### src/rtl/nibble_serial_adder.sv
// nibble_serial_adder: WIDTH-bit adder sequencing one 4-bit CLA slice per clock.
// Optional subtract mode (Sub port) is enabled by defining NIBBLE_SERIAL_ADDER_SUB_EN.
module Carry_Lookahead_Adder (
    input  logic [3:0] A,
    input  logic [3:0] B,
    input  logic       Cin,
    output logic [3:0] S,
    output logic       Cout
);
    logic [3:0] g, p;
    logic [4:0] c;
    assign g = A & B;
    assign p = A ^ B;
    assign c[0] = Cin;
    assign c[1] = g[0] | (p[0] & c[0]);
    assign c[2] = g[1] | (p[1] & g[0]) | (p[1] & p[0] & c[0]);
    assign c[3] = g[2] | (p[2] & g[1]) | (p[2] & p[1] & g[0]) | (p[2] & p[1] & p[0] & c[0]);
    assign c[4] = g[3] | (p[3] & g[2]) | (p[3] & p[2] & g[1]) | (p[3] & p[2] & p[1] & g[0])
                | (p[3] & p[2] & p[1] & p[0] & c[0]);
    assign S = p ^ c[3:0];
    assign Cout = c[4];
endmodule

module nibble_serial_adder #(
    parameter int WIDTH = 16
) (
    input  logic             clk,
    input  logic             rst_n,
    input  logic             start,
    input  logic [WIDTH-1:0] A,
    input  logic [WIDTH-1:0] B,
    input  logic             Cin,
`ifdef NIBBLE_SERIAL_ADDER_SUB_EN
    input  logic             Sub,
`endif
    output logic             busy,
    output logic             done,
    output logic [WIDTH-1:0] S,
    output logic             Cout,
    output logic             Overflow
);
    localparam int NIB = WIDTH / 4;
    localparam int IW = $clog2(NIB);

    if (WIDTH % 4 != 0 || WIDTH < 8) begin : g_bad_width
        $error("nibble_serial_adder: WIDTH must be a multiple of 4 and at least 8");
    end

    typedef enum logic [1:0] {IDLE, RUN, DONE} state_t;

    state_t           state;
    logic [WIDTH-1:0] opa, opb;
    logic             carry;
    logic [IW-1:0]    idx;
    logic [3:0]       na, nb, ns;
    logic             nc, sub;

`ifdef NIBBLE_SERIAL_ADDER_SUB_EN
    assign sub = Sub;
`else
    assign sub = 1'b0;
`endif

    assign na = opa[4*idx +: 4];
    assign nb = opb[4*idx +: 4];

    Carry_Lookahead_Adder cla (.A(na), .B(nb), .Cin(carry), .S(ns), .Cout(nc));

    always_ff @(posedge clk or negedge rst_n) begin
        if (!rst_n) begin
            state    <= IDLE;
            busy     <= 1'b0;
            done     <= 1'b0;
            S        <= '0;
            Cout     <= 1'b0;
            Overflow <= 1'b0;
            opa      <= '0;
            opb      <= '0;
            carry    <= 1'b0;
            idx      <= '0;
        end else begin
            case (state)
                IDLE: if (start) begin
                    opa   <= A;
                    opb   <= sub ? ~B : B;
                    carry <= sub ? 1'b1 : Cin;
                    S     <= '0;
                    idx   <= '0;
                    busy  <= 1'b1;
                    state <= RUN;
                end
                RUN: begin
                    S[4*idx +: 4] <= ns;
                    carry         <= nc;
                    if (idx == IW'(NIB - 1)) begin
                        Cout     <= nc;
                        // carry into the MSB xor carry out of it
                        Overflow <= (opa[WIDTH-1] ^ opb[WIDTH-1] ^ ns[3]) ^ nc;
                        busy     <= 1'b0;
                        done     <= 1'b1;
                        state    <= DONE;
                    end else begin
                        idx <= idx + IW'(1);
                    end
                end
                default: begin
                    done  <= 1'b0;
                    state <= IDLE;
                end
            endcase
        end
    end
endmodule

### config.mk
export PLATFORM = sky130hd
export DESIGN_NAME = nibble_serial_adder
export DESIGN_NICKNAME = d
export VERILOG_FILES = /design/src/rtl/nibble_serial_adder.sv
export SDC_FILE = /design/constraint.sdc
export NUM_CORES = 1
export LEC_CHECK = 0
export BUFFER_PORTS_ARGS = -buffer_cell sky130_fd_sc_hd__buf_4
export CAP_MARGIN = 0
export CORE_MARGIN = 4
export CORE_UTILIZATION = 56
export CTS_BUF_LIST = sky130_fd_sc_hd__clkbuf_4
export CTS_CLUSTER_DIAMETER = 120
export DETAILED_ROUTE_END_ITERATION = 10
export PLACE_DENSITY = 0.81
export SLEW_MARGIN = 20
export SYNTH_ARGS = -nofsm -noshare
export SYNTH_HDL_FRONTEND = slang
export SYNTH_SLANG_ARGS = --single-unit
export TNS_END_PERCENT = 10
### constraint.sdc
create_clock -name clk -period 3.78 [get_ports clk]
set_clock_uncertainty 0.05 [all_clocks]
set_input_delay 0.567 -clock clk [delete_from_list [all_inputs] [get_ports clk]]
set_output_delay 0.567 -clock clk [all_outputs]
set_load 0.005 [all_outputs]
==> metrics.md <==
| Metric | Value |
|---|---|
| Top post-synthesis cells by count | 57 x dfrtp_1, 33 x mux2_2, 16 x a22o_1, 9 x ha_1 |
| CP startpoint | idx[0] |
| Diodes inserted | 0 |
| Crit path time final | 2655 ps |
| Post-layout util | 69.72% |
| Overall global routing resource usage | 18.32% |
| Post-DP HPWL | 3728 µm |
| Die Span Y | 77.70 µm |
| Final layout net count | 291 |
| Clock buffer depth | 2 |
| Most area-hungry cell type in the Yosys netlist | dfrtp_1 |
| Slowest stage cell, crit path | dfrtp_1 |
| Critical path endpoint category | register |
| CP Max Fanout | 10 |
| PnR worst setup slack | 1125 ps |
| Site Rows | 25 |
| Seq/Total Area, Yosys | 52.44% |
| R2r startpoint | idx[0] |
| Resized Gates After CTS | 0 |
| Final setup fails | 0 |
| DRT Pass-1 Iters | 4 |
| Power Total | 3.185 mW |
| Netlist Area Pre-Place | 2720 µm² |
| Primary FF master, synth | dfrtp_1 |
| Register area | 1426 µm² |
| Largest net degree at the start of global routing | 58 |
| Post-Syn Nets | 232 |
| Leak | 1.527 nW |
| H-Tree Level Count | 3 |
| I/O pins | 56 |
| DRT iter0 DRCs | 89 |
| Initial antenna violation count | 0 |
| Area of the multi-input gates | 1211 µm² |
| Die Width | 77.70 µm |
| Worst EP arrival | 2900 ps |
| Wire length per cell | 15.94 µm |
| Setup crit start kind | register |
| CTS root buf | clkbuf_4 |
| DR vias | 1684 |
| Final worst-path cycle share | 70.23% |
| Slowest cell delay on critical path | 560 ps |
| Sink Count | 57 |
| RSZ-0062 raised after global routing | false |
| Post CTS Setup Buffer Count | 0 |
| Fillers | 348 |
| Fin Setup TNS | 0 ps |
| GR Overflow Total | 0 |
| Synth top area cells | dfrtp_1 52%, mux2_2 14%, mux4_2 6.6%, a22o_1 5.2%, ha_1 4.1% |
| Synth cell types | 36 |
| Starting Density | 57.59% |
| Area grow syn2layout | 21.07% |
| Layout cells sized above 1 | 48.00% |
| Setup slack at placement | 1111 ps |
| Placer Congestion | 0.8155 |
| Status | completed |
| Achievable Freq | 376.7 MHz |
| Critical path class | register to register |
| Clk slew on worst S/H paths | 90 ps |
| Post-synth top area share | 52.44% |
| Worst setup path end | Overflow |
| Most frequent cell after synthesis | dfrtp_1 |
| # hold bufs at CTS | 0 |
| Reg2reg setup slack | 1130 ps |
| First-pass GRT wire length | 8362 µm |
| Final hold violation count | 0 |
| Port buffer count | 55 |
| Vias in the first global route | 1651 |
| Synth Warn # | 0 |
| Synthesized area per cell | 14.62 µm² |
| R2R cell count | 8 |
| R2R Path End | Overflow |
| Vias per cell | 5.312 |
| Power Density | 967.0 nW/µm² |
| Total CTS buffers | 9 |
| Remaining DRCs | 0 |
| EDFF count, synth | 0 |
| Maximum VDD drop | 485.1 µV |
| Ys async rst share | 100.0% |
| Cells after synthesis | 186 |
| ANT nets after route | 0 |
| Slew Limit Headroom | 53.21% |
| Clock Latency Late Sink | 380 ps |
| WL final | 5054 µm |
| CTS tree | yes |
| #FFs+latches synth | 57 |
| Max-slew violation count | 0 |
| Worst hold path class | primary input to async pin |
| Max cap viols | 0 |
| Worst-margin pin slew | 701.9 ps |
| Core area | 4723 µm² |
| Die area | 6037 µm² |
| Critical path, cell by cell | buf_4 -> mux4_2 -> ha_1 -> o21ai_1 -> o21bai_4 -> xnor2_1 -> o211a_1 -> o31ai_1 |
| Design area | 3293 µm² |
| Dpl cell area | 3164 µm² |
| Critical Path RT | 4020 ps |
## worst max-delay path: cells and delay by family, from the launching register on
kind | cells | cell delay [ps]
buffers and inverters | 1 | 280
xor gates and xnor gates | 1 | 150
adders and majority gates | 1 | 340
muxes | 1 | 510
AOI/OAI and AO/OA | 4 | 670
DFF | 1 | 560
## through the flow
step                      hold WS (ps)  instances
after detailed placement         421.7        301
after floorplan                  221.4        186
after global placement           413.0        301
final                            162.8        317
after CTS                        182.5        317
after global routing             200.8        317
## cell type report
type                            count  area share (%)
Sequential cell                    57           43.31
Clock buffer                       11           2.508
Clock inverter                      5           1.406
Tap cell                           67           2.546
Multi-Input combinational cell    115           36.78
Timing Repair Buffer               56           12.77
Inverter                            6          0.6839
## placed cells by master, fill, tap and decap left out, drive strengths merged, types with 2 or more instances in the layout
cell,synthesis,layout
dfrtp,57,57
buf,6,56
mux2,33,33
a22o,16,16
clkbuf,2,11
ha,9,9
mux4,8,8
nand2,8,8
inv,6,6
a21o,6,6
o21ai,5,5
xnor2,4,4
nor2,4,4
a21oi,4,4
clkinv,0,4
nand2b,3,3
nor4b,3,3
a211oi,2,2
## how the worst min path moves through the flow
stage	endpoint	slack (ps)	depth (start not counted)
final	done	160	1
after global routing	done	200	1
after CTS	done	180	1
after detailed placement	busy	420	1
after global placement	busy	410	1
after floorplan	Cout	220	0
## flip-flops by register name (all words and copies together), names as in the netlist
register,flops
S,16
opa,16
opb,16
idx,2
state,2
Cout,1
Overflow,1
busy,1
carry,1
done,1
## cells by family after synthesis
| logic type | count (synthesis) | synth area share, % |
|---|---|---|
| buf+inv | 14 | 3.036 |
| xor+xnor | 5 | 1.610 |
| compound gates | 37 | 11.04 |
| fa+ha+maj | 10 | 4.876 |
| mux | 41 | 20.29 |
| flops | 57 | 52.44 |
| simple gates | 22 | 6.716 |
## metal layers
| layer | track usage (%) | vias to the layer above | wire length [µm] |
|---|---|---|---|
| li1 | - | 811 | - |
| met1 | 26.06 | 806 | 2395 |
| met2 | 25.51 | 59 | 2280 |
| met3 | 6.032 | 8 | 308 |
| met4 | 8.185 | 0 | 70 |
| met5 | 0 | - | 0 |
## power by group
part	internal, mW	switching (mW)	total, mW
combinational	0.855	0.829	1.68
sequential	0.881	0.203	1.08
clock	0.210	0.208	0.417
total	1.95	1.24	3.18
Power figures use the tool's default switching activity.
